--- src/rtl/axi_lite_reg_responder.sv ---
// -----------------------------------------------------------------------------
// axi_lite_reg_responder
// AXI4-Lite slave with 28 read/write 32-bit registers at word addresses 0-27,
// reserved words 28-30 (SLVERR) and a read-only identification word at 31.
//
// Ports
//   aclk, aresetn                 clock, asynchronous active-low reset
//   awaddr/awcache/awprot         write address (cache/prot ignored)
//   awvalid/awready               write address handshake
//   wdata/wstrb, wvalid/wready    write data, byte enables, handshake
//   bresp, bvalid/bready          write response
//   araddr/arcache/arprot         read address (cache/prot ignored)
//   arvalid/arready               read address handshake
//   rdata/rresp, rvalid/rready    read data channel
//
// The write path latches AW and W independently in holding registers; the
// write commits on the edge where both are held and stays parked (readies low)
// until the response is taken. The read path is a single outstanding read.
// -----------------------------------------------------------------------------
module axi_lite_reg_responder #(
    parameter logic [31:0] ID_VALUE = 32'hA11E_0001
) (
    input  logic        aclk,
    input  logic        aresetn,
    input  logic [4:0]  awaddr,
    input  logic [3:0]  awcache,
    input  logic [2:0]  awprot,
    input  logic        awvalid,
    output logic        awready,
    input  logic [31:0] wdata,
    input  logic [3:0]  wstrb,
    input  logic        wvalid,
    output logic        wready,
    output logic [1:0]  bresp,
    output logic        bvalid,
    input  logic        bready,
    input  logic [4:0]  araddr,
    input  logic [3:0]  arcache,
    input  logic [2:0]  arprot,
    input  logic        arvalid,
    output logic        arready,
    output logic [31:0] rdata,
    output logic [1:0]  rresp,
    output logic        rvalid,
    input  logic        rready
);

    localparam int          NREG   = 28;
    localparam logic [1:0]  OKAY   = 2'b00;
    localparam logic [1:0]  SLVERR = 2'b10;

    // Merge new data into an old word under byte enables.
    function automatic logic [31:0] strb_merge(input logic [31:0] old_v,
                                               input logic [31:0] new_v,
                                               input logic [3:0]  strb);
        logic [31:0] res;
        res = old_v;
        for (int i = 0; i < 4; i++) begin
            if (strb[i]) begin
                res[8*i +: 8] = new_v[8*i +: 8];
            end else begin
                res[8*i +: 8] = old_v[8*i +: 8];
            end
        end
        return res;
    endfunction

    logic [31:0] regs_q [NREG];
    logic [31:0] regs_d [NREG];

    logic        aw_full_q, aw_full_d;
    logic [4:0]  aw_addr_q, aw_addr_d;
    logic        w_full_q,  w_full_d;
    logic [31:0] w_data_q,  w_data_d;
    logic [3:0]  w_strb_q,  w_strb_d;
    logic        awready_q, awready_d;
    logic        wready_q,  wready_d;
    logic        bvalid_q,  bvalid_d;
    logic [1:0]  bresp_q,   bresp_d;
    logic        arready_q, arready_d;
    logic        rvalid_q,  rvalid_d;
    logic [31:0] rdata_q,   rdata_d;
    logic [1:0]  rresp_q,   rresp_d;

    logic aw_hs_s, w_hs_s, b_hs_s, ar_hs_s, r_hs_s;
    logic unused_s;

    assign unused_s = ^{awcache, awprot, arcache, arprot};

    assign aw_hs_s = awvalid & awready_q;
    assign w_hs_s  = wvalid  & wready_q;
    assign b_hs_s  = bvalid_q & bready;
    assign ar_hs_s = arvalid & arready_q;
    assign r_hs_s  = rvalid_q & rready;

    // Write path: holding registers, commit, and response.
    always_comb begin
        aw_full_d = aw_full_q;
        aw_addr_d = aw_addr_q;
        w_full_d  = w_full_q;
        w_data_d  = w_data_q;
        w_strb_d  = w_strb_q;
        bvalid_d  = bvalid_q;
        bresp_d   = bresp_q;
        for (int i = 0; i < NREG; i++) begin
            regs_d[i] = regs_q[i];
        end

        if (b_hs_s) begin
            // Response taken: release both holding registers together.
            bvalid_d  = 1'b0;
            aw_full_d = 1'b0;
            w_full_d  = 1'b0;
        end else begin
            if (aw_hs_s) begin
                aw_full_d = 1'b1;
                aw_addr_d = awaddr;
            end else begin
                aw_full_d = aw_full_q;
            end
            if (w_hs_s) begin
                w_full_d = 1'b1;
                w_data_d = wdata;
                w_strb_d = wstrb;
            end else begin
                w_full_d = w_full_q;
            end
        end

        // Commit uses the post-handshake view so a same-edge completion counts.
        if (aw_full_d && w_full_d && !bvalid_q) begin
            bvalid_d = 1'b1;
            if (aw_addr_d < 5'd28) begin
                bresp_d = OKAY;
                for (int i = 0; i < NREG; i++) begin
                    if (aw_addr_d == 5'(i)) begin
                        regs_d[i] = strb_merge(regs_q[i], w_data_d, w_strb_d);
                    end else begin
                        regs_d[i] = regs_q[i];
                    end
                end
            end else begin
                bresp_d = SLVERR;
            end
        end else begin
            bvalid_d = bvalid_d;
        end

        awready_d = !aw_full_d && !bvalid_d;
        wready_d  = !w_full_d  && !bvalid_d;
    end

    // Read path: one outstanding read, data taken from pre-write register state.
    always_comb begin
        rvalid_d = rvalid_q;
        rdata_d  = rdata_q;
        rresp_d  = rresp_q;
        if (ar_hs_s) begin
            rvalid_d = 1'b1;
            if (araddr < 5'd28) begin
                rresp_d = OKAY;
                rdata_d = 32'h0000_0000;
                for (int i = 0; i < NREG; i++) begin
                    if (araddr == 5'(i)) begin
                        rdata_d = regs_q[i];
                    end else begin
                        rdata_d = rdata_d;
                    end
                end
            end else if (araddr == 5'd31) begin
                rresp_d = OKAY;
                rdata_d = ID_VALUE;
            end else begin
                rresp_d = SLVERR;
                rdata_d = 32'h0000_0000;
            end
        end else if (r_hs_s) begin
            rvalid_d = 1'b0;
        end else begin
            rvalid_d = rvalid_q;
        end
        arready_d = !rvalid_d;
    end

    // State registers; reset abandons any in-flight transaction.
    always_ff @(posedge aclk or negedge aresetn) begin
        if (!aresetn) begin
            for (int i = 0; i < NREG; i++) begin
                regs_q[i] <= 32'h0000_0000;
            end
            aw_full_q <= 1'b0;
            aw_addr_q <= 5'd0;
            w_full_q  <= 1'b0;
            w_data_q  <= 32'h0000_0000;
            w_strb_q  <= 4'h0;
            awready_q <= 1'b0;
            wready_q  <= 1'b0;
            bvalid_q  <= 1'b0;
            bresp_q   <= 2'b00;
            arready_q <= 1'b0;
            rvalid_q  <= 1'b0;
            rdata_q   <= 32'h0000_0000;
            rresp_q   <= 2'b00;
        end else begin
            for (int i = 0; i < NREG; i++) begin
                regs_q[i] <= regs_d[i];
            end
            aw_full_q <= aw_full_d;
            aw_addr_q <= aw_addr_d;
            w_full_q  <= w_full_d;
            w_data_q  <= w_data_d;
            w_strb_q  <= w_strb_d;
            awready_q <= awready_d;
            wready_q  <= wready_d;
            bvalid_q  <= bvalid_d;
            bresp_q   <= bresp_d;
            arready_q <= arready_d;
            rvalid_q  <= rvalid_d;
            rdata_q   <= rdata_d;
            rresp_q   <= rresp_d;
        end
    end

    assign awready = awready_q;
    assign wready  = wready_q;
    assign bvalid  = bvalid_q;
    assign bresp   = bresp_q;
    assign arready = arready_q;
    assign rvalid  = rvalid_q;
    assign rdata   = rdata_q;
    assign rresp   = rresp_q;

endmodule

--- config.mk ---
export PLATFORM = sky130hd
export DESIGN_NAME = axi_lite_reg_responder
export DESIGN_NICKNAME = d
export VERILOG_FILES = /design/src/rtl/axi_lite_reg_responder.sv
export SDC_FILE = /design/constraint.sdc
export NUM_CORES = 2
export LEC_CHECK = 0
export ABC_CLOCK_PERIOD_IN_PS = 2850
export CAP_MARGIN = 10
export CORE_MARGIN = 4
export CORE_UTILIZATION = 35
export CTS_BUF_LIST = sky130_fd_sc_hd__clkbuf_16
export DETAILED_ROUTE_END_ITERATION = 7
export GPL_ROUTABILITY_DRIVEN = 0
export PLACE_DENSITY = 0.54
export SLEW_MARGIN = 20
export SYNTH_ARGS = -nofsm -noshare
export SYNTH_HDL_FRONTEND = slang
export SYNTH_SLANG_ARGS = --single-unit
export TNS_END_PERCENT = 1
--- constraint.sdc ---
create_clock -name aclk -period 2.85 [get_ports aclk]
set_clock_uncertainty 0.2 [all_clocks]
set_input_delay 0.4275 -clock aclk [delete_from_list [all_inputs] [get_ports aclk]]
set_output_delay 0.4275 -clock aclk [all_outputs]
set_load 0.02 [all_outputs]
**Word level (Yosys, flattened, before mapping)**

Index checks and enable logic that the tools add are counted.
Widths: inputs -> output; s select.

- Register bits: 980
- Output and inout port bits: 41
- Logic and storage cells: 357

- $lt $le $gt $ge: 2
- Equal/unequal tests: 55
- Muxes and demuxes: 47
- Bitwise logic cells: 5
- Reduce and logical (&&, ||, !) cells: 123

Operators by type and width:

| operator | number |
|---|---|
| $mux 32 | 32 |
| $reduce_and 4->1 | 112 |
| $eq 5x5->1 const B | 25 |
| $eq 5x4->1 const B | 16 |
| $eq 5x3->1 const B | 8 |
| $eq 5x2->1 const B | 4 |
| $eq 5x1->1 const B | 2 |
| $logic_not 5->1 | 2 |
| $lt 5x5->1 const B | 2 |
| $mux 5 | 2 |
| $mux 1 | 8 |
| $mux 4 | 2 |
| $mux 2 | 3 |
| $and 1x1->1 | 5 |
| $logic_not 1->1 | 5 |
| $logic_and 1x1->1 | 4 |

**Depth between registers and ports, before layout**

- Word-level depth: 30
- Depth in mapped cells: 11

**Least setup slack after synthesis**

No wires, ideal clock.

- Path type: register -> register
- From: register bvalid_q, in the netlist bvalid
- To: register regs_q[512] (netlist bit)
- Library setup time: 0.125 ns
- Arrival time: 2.592 ns
- Setup slack: -0.066 ns
- Cell stages (with the launch flop): 10
- Clock period less this slack: 2.916 ns
- Path through: dfrtp_1 -> and2_1 -> buf_4 -> nor2_8 -> mux2i_2 -> buf_4 -> buf_6 -> nand4_1 -> nor2_2 -> mux2_2

- Word-level cells in the longest chain between the ends: 5

RTL lines:

| what | line | source |
|---|---|---|
| start: declaration | 78 | `logic bvalid_q, bvalid_d;` |
| start signal: assignment | 215 | `bvalid_q <= bvalid_d;` |
| parallel branches: the longest is 5 deep, another holds $lt 5x5->1 | - |  |
| end signal: indexed assignment | 206 | `regs_q[i] <= regs_d[i];` |
| end: declaration | 68 | `logic [31:0] regs_q [NREG];` |

Several ways; the timed one is not identified.
A chain may end at the register's enable or synchronous reset.

**Worst setup path in the final report**

- From: register bvalid_q, in the netlist bvalid
- To: register regs_q[230] (netlist bit)

Same word-level chain as after synthesis.

==> results.sh <==
export IMPL_violations="setup timing"
export IMPL_postSynth_asyncResetShare_pct=100
export IMPL_reg2reg_depth=11
export IMPL_die_x_um=367
export IMPL_synth_xor_area_share_pct=0.0194
export IMPL_fin_cells=5772
export IMPL_hold_start="rready"
export IMPL_syn_cell_area_um2=45200
export IMPL_synth_area_mux_share_pct=25.8
export IMPL_synth_adder_area_share_pct=0
export IMPL_synthTopCellsByCount="978 x dfrtp_1, 885 x mux2_2, 192 x clkbuf_1"
export IMPL_grt_usage_pct=25.0
export IMPL_report_final_slew_viol_count=0
export IMPL_synth_seq_area_share_pct=54.2
export IMPL_synth_top_family_by_area="multiplexers"
export IMPL_hold_end="rvalid"
export IMPL_fmax_mhz=347
export IMPL_start_kind="flip-flop"
export IMPL_wl_per_cell_um=29.6
export IMPL_synth_main_ff_cell="dfrtp_1"
export IMPL_cts_tree="yes"
export IMPL_htree_levels=3
export IMPL_ys_seq_elements=978
export IMPL_layout_setup_ws_ns=-0.0300
export IMPL_status="finished with violations"
export IMPL_grt_overflow_total=0
export IMPL_hold_path_class="in -> reg"
export IMPL_multiInputGateArea_um2=19800
export IMPL_die_area_um2=135000
export IMPL_reg2reg_slack_ns=-0.03
export IMPL_worst_slew_pin_slew_ns=1.02
export IMPL_vias_per_cell=5.77
export IMPL_yosys_warnings=0
export IMPL_clk_latency_ns=0.74
export IMPL_drtAntennaViolNets=0
export IMPL_area_growth_pct=27.4
export IMPL_cp_end_kind="flip-flop"
export IMPL_cts_buffers=109
export IMPL_drt_pass1_iterations=7
export IMPL_arrival_ns=3.27
export IMPL_post_place_ws_ns=-0.960
export IMPL_drt_iter0_markers=2919
export IMPL_cap_violations=0
export IMPL_period_share_pct=101
export IMPL_nFillCells=11700
export IMPL_path_cells="buf_4 > nand2_4 > buf_6 > nand3_4 > buf_6 > a211o_4 > nor4_4 > buf_4 > nand2_1 > buf_12 > mux2_1"
export IMPL_dp_hpwl_um=123000
export IMPL_totalWireLength_um=171000
export IMPL_synth_edf_count=0
export IMPL_power_density_nw_per_um2=837
export IMPL_required_ns=3.24
export IMPL_seqCellArea_um2=24500
export IMPL_crit_type="reg -> reg"
export IMPL_synth_cell_types=84
export IMPL_slowest_stage="nor4_4"
export IMPL_syn_inst=3479
export IMPL_yosys_area_top_type="dfrtp_1"
export IMPL_p_leak_uw=0.0276
export IMPL_ios=108
export IMPL_clk_path_buf_depth=3
export IMPL_port_buffer_count=91
export IMPL_reg2reg_from="bvalid"
export IMPL_dp_cells=5568
export IMPL_fin_crit_ns=2.88
export IMPL_synth_compound_area_share_pct=9.91
export IMPL_drcViolationCount=0
export IMPL_rows=131
export IMPL_tns_ns=-0.197
export IMPL_die_h_um=367
export IMPL_core_area_um2=128000
export IMPL_hold_viol_final=0
export IMPL_initial_core_util_pct=35.3
export IMPL_ir_worst_vdd_mv=0.497
export IMPL_critPathMaxFanout=8
export IMPL_finalNetCount=4090
export IMPL_grt_max_degree=101
export IMPL_avgSynthCellArea_um2=13.0
export IMPL_yosysMostFrequentCell="dfrtp_1"
export IMPL_timing_rr_end="regs_q[230]"
export IMPL_setup_viol=21
export IMPL_hold_ws_ns=0.106
export IMPL_cts_sinks=978
export IMPL_synth_simple_area_share_pct=7.35
export IMPL_final_layout_size_suffix_gt1_share_pct=44.8
export IMPL_slew_headroom_pct=31.6
export IMPL_min_path_cells=2
export IMPL_grt_pass1_vias=33900
export IMPL_vias=33300
export IMPL_grt_pass1_wl_um=248000
export IMPL_worst_path_largest_cell_delay_ns=0.40
export IMPL_rsz0062_at_grt="true"
export IMPL_synthTopCellsByArea="dfrtp_1 54%, mux2_2 22%, a22oi_1 2.6%, clkbuf_1 1.6%, o21ai_0 1.4%"
export IMPL_clkTransAtPathRegs_ns=0.06
export IMPL_synth_top_area_share_pct=54.2
export IMPL_antenna_found_initial=7
export IMPL_clock_tree_root_cell="clkbuf_16"
[worst max path at each step]
stage	slack [ns]	startpoint	depth (start not counted)	to
2_1_floorplan	0.009	awready	9	regs_q[449]
3_5_place_dp	-0.96	araddr[4]	11	rdata[20]
3_3_place_gp	-1.33	araddr[4]	11	rdata[20]
6_report	-0.03	bvalid	11	regs_q[230]
5_1_grt	-0.07	bvalid	11	regs_q[239]
4_1_cts	-0.1	bvalid	11	regs_q[239]
[stage by stage]
stage / utilization (%) / total power [uW] / cell area [um2]
2_1_floorplan: - / 27400 / 45200
3_3_place_gp: 42.1 / 34000 / 53900
3_5_place_dp: 42.1 / 34400 / 53900
4_1_cts: 44.9 / 48200 / 57400
5_1_grt: 45.0 / 50200 / 57600
6_report: 45.0 / 48200 / 57600
[metal layers]
layer  track usage, %  part of all wire [%]
met3             4.34                   6.6
met1             35.2                    44
met5                0                     0
met4             10.9                   4.4
met2             37.9                    45
[area by class of cell]
cell class                 count  area share, %
clock buffer                 112           4.87
antenna                        2        0.00869
inverter                      33          0.215
clock inverter                84          0.978
tap                         1662           3.61
timing repair buffer         700           13.4
multi-input combinational   2201           34.4
sequential                   978           42.5
[registers in the layout, summed over array words and instances, names as in the netlist]
signal	count
rvalid	1
wready	1
regs_q	896
w_full_q	1
aw_addr_q	5
bresp	1
rresp	1
w_strb_q	4
aw_full_q	1
awready	1
bvalid	1
w_data_q	32
rdata	32
arready	1
[what timing repair did]
action / CTS / global route
buffers inserted: 3 / 1
resized for setup: 32 / 45
hold buffers: 2 / 0
hold endpoints to repair: 626 / 0
pin swaps: 6 / 8
setup endpoints to repair: 492 / 666
[cells by family after synthesis]
family,Yosys count
buffers and inverters,301
AO/OA/AOI/OAI,641
other,1
XOR/XNOR,1
AND/OR/NAND/NOR,543
multiplexers,1014
flip-flops,978
[power by group]
part           switching (uW)  internal, uW  total (uW)
Clock                    5880          7680       13600
Sequential               2090         17800       19900
Combinational            8000          6730       14700
Total                   16000         32200       48200
[critical path: cells and delay by family (launching register included)]
kind                   cells  cell delay, ns
buffers and inverters      5            0.77
DFF                        1            0.39
and+or+nand+nor            4            0.66
AOI/OAI and AO/OA          1            0.39
muxes                      1            0.30
[placed cells by master (no fill, tap or decap), types with 29 or more instances in the layout]
cell,count
buf_12,173
nand3_1,48
mux2i_1,46
mux2_2,884
nor2_1,68
nor2_2,31
mux2_1,55
clkdlybuf4s50_1,85
a21oi_1,91
and3_1,29
buf_4,411
dfrtp_1,976
nand2_1,142
inv_1,62
a22oi_1,155
o21ai_0,128
clkbuf_16,112
(Power assumes the default switching activity.)
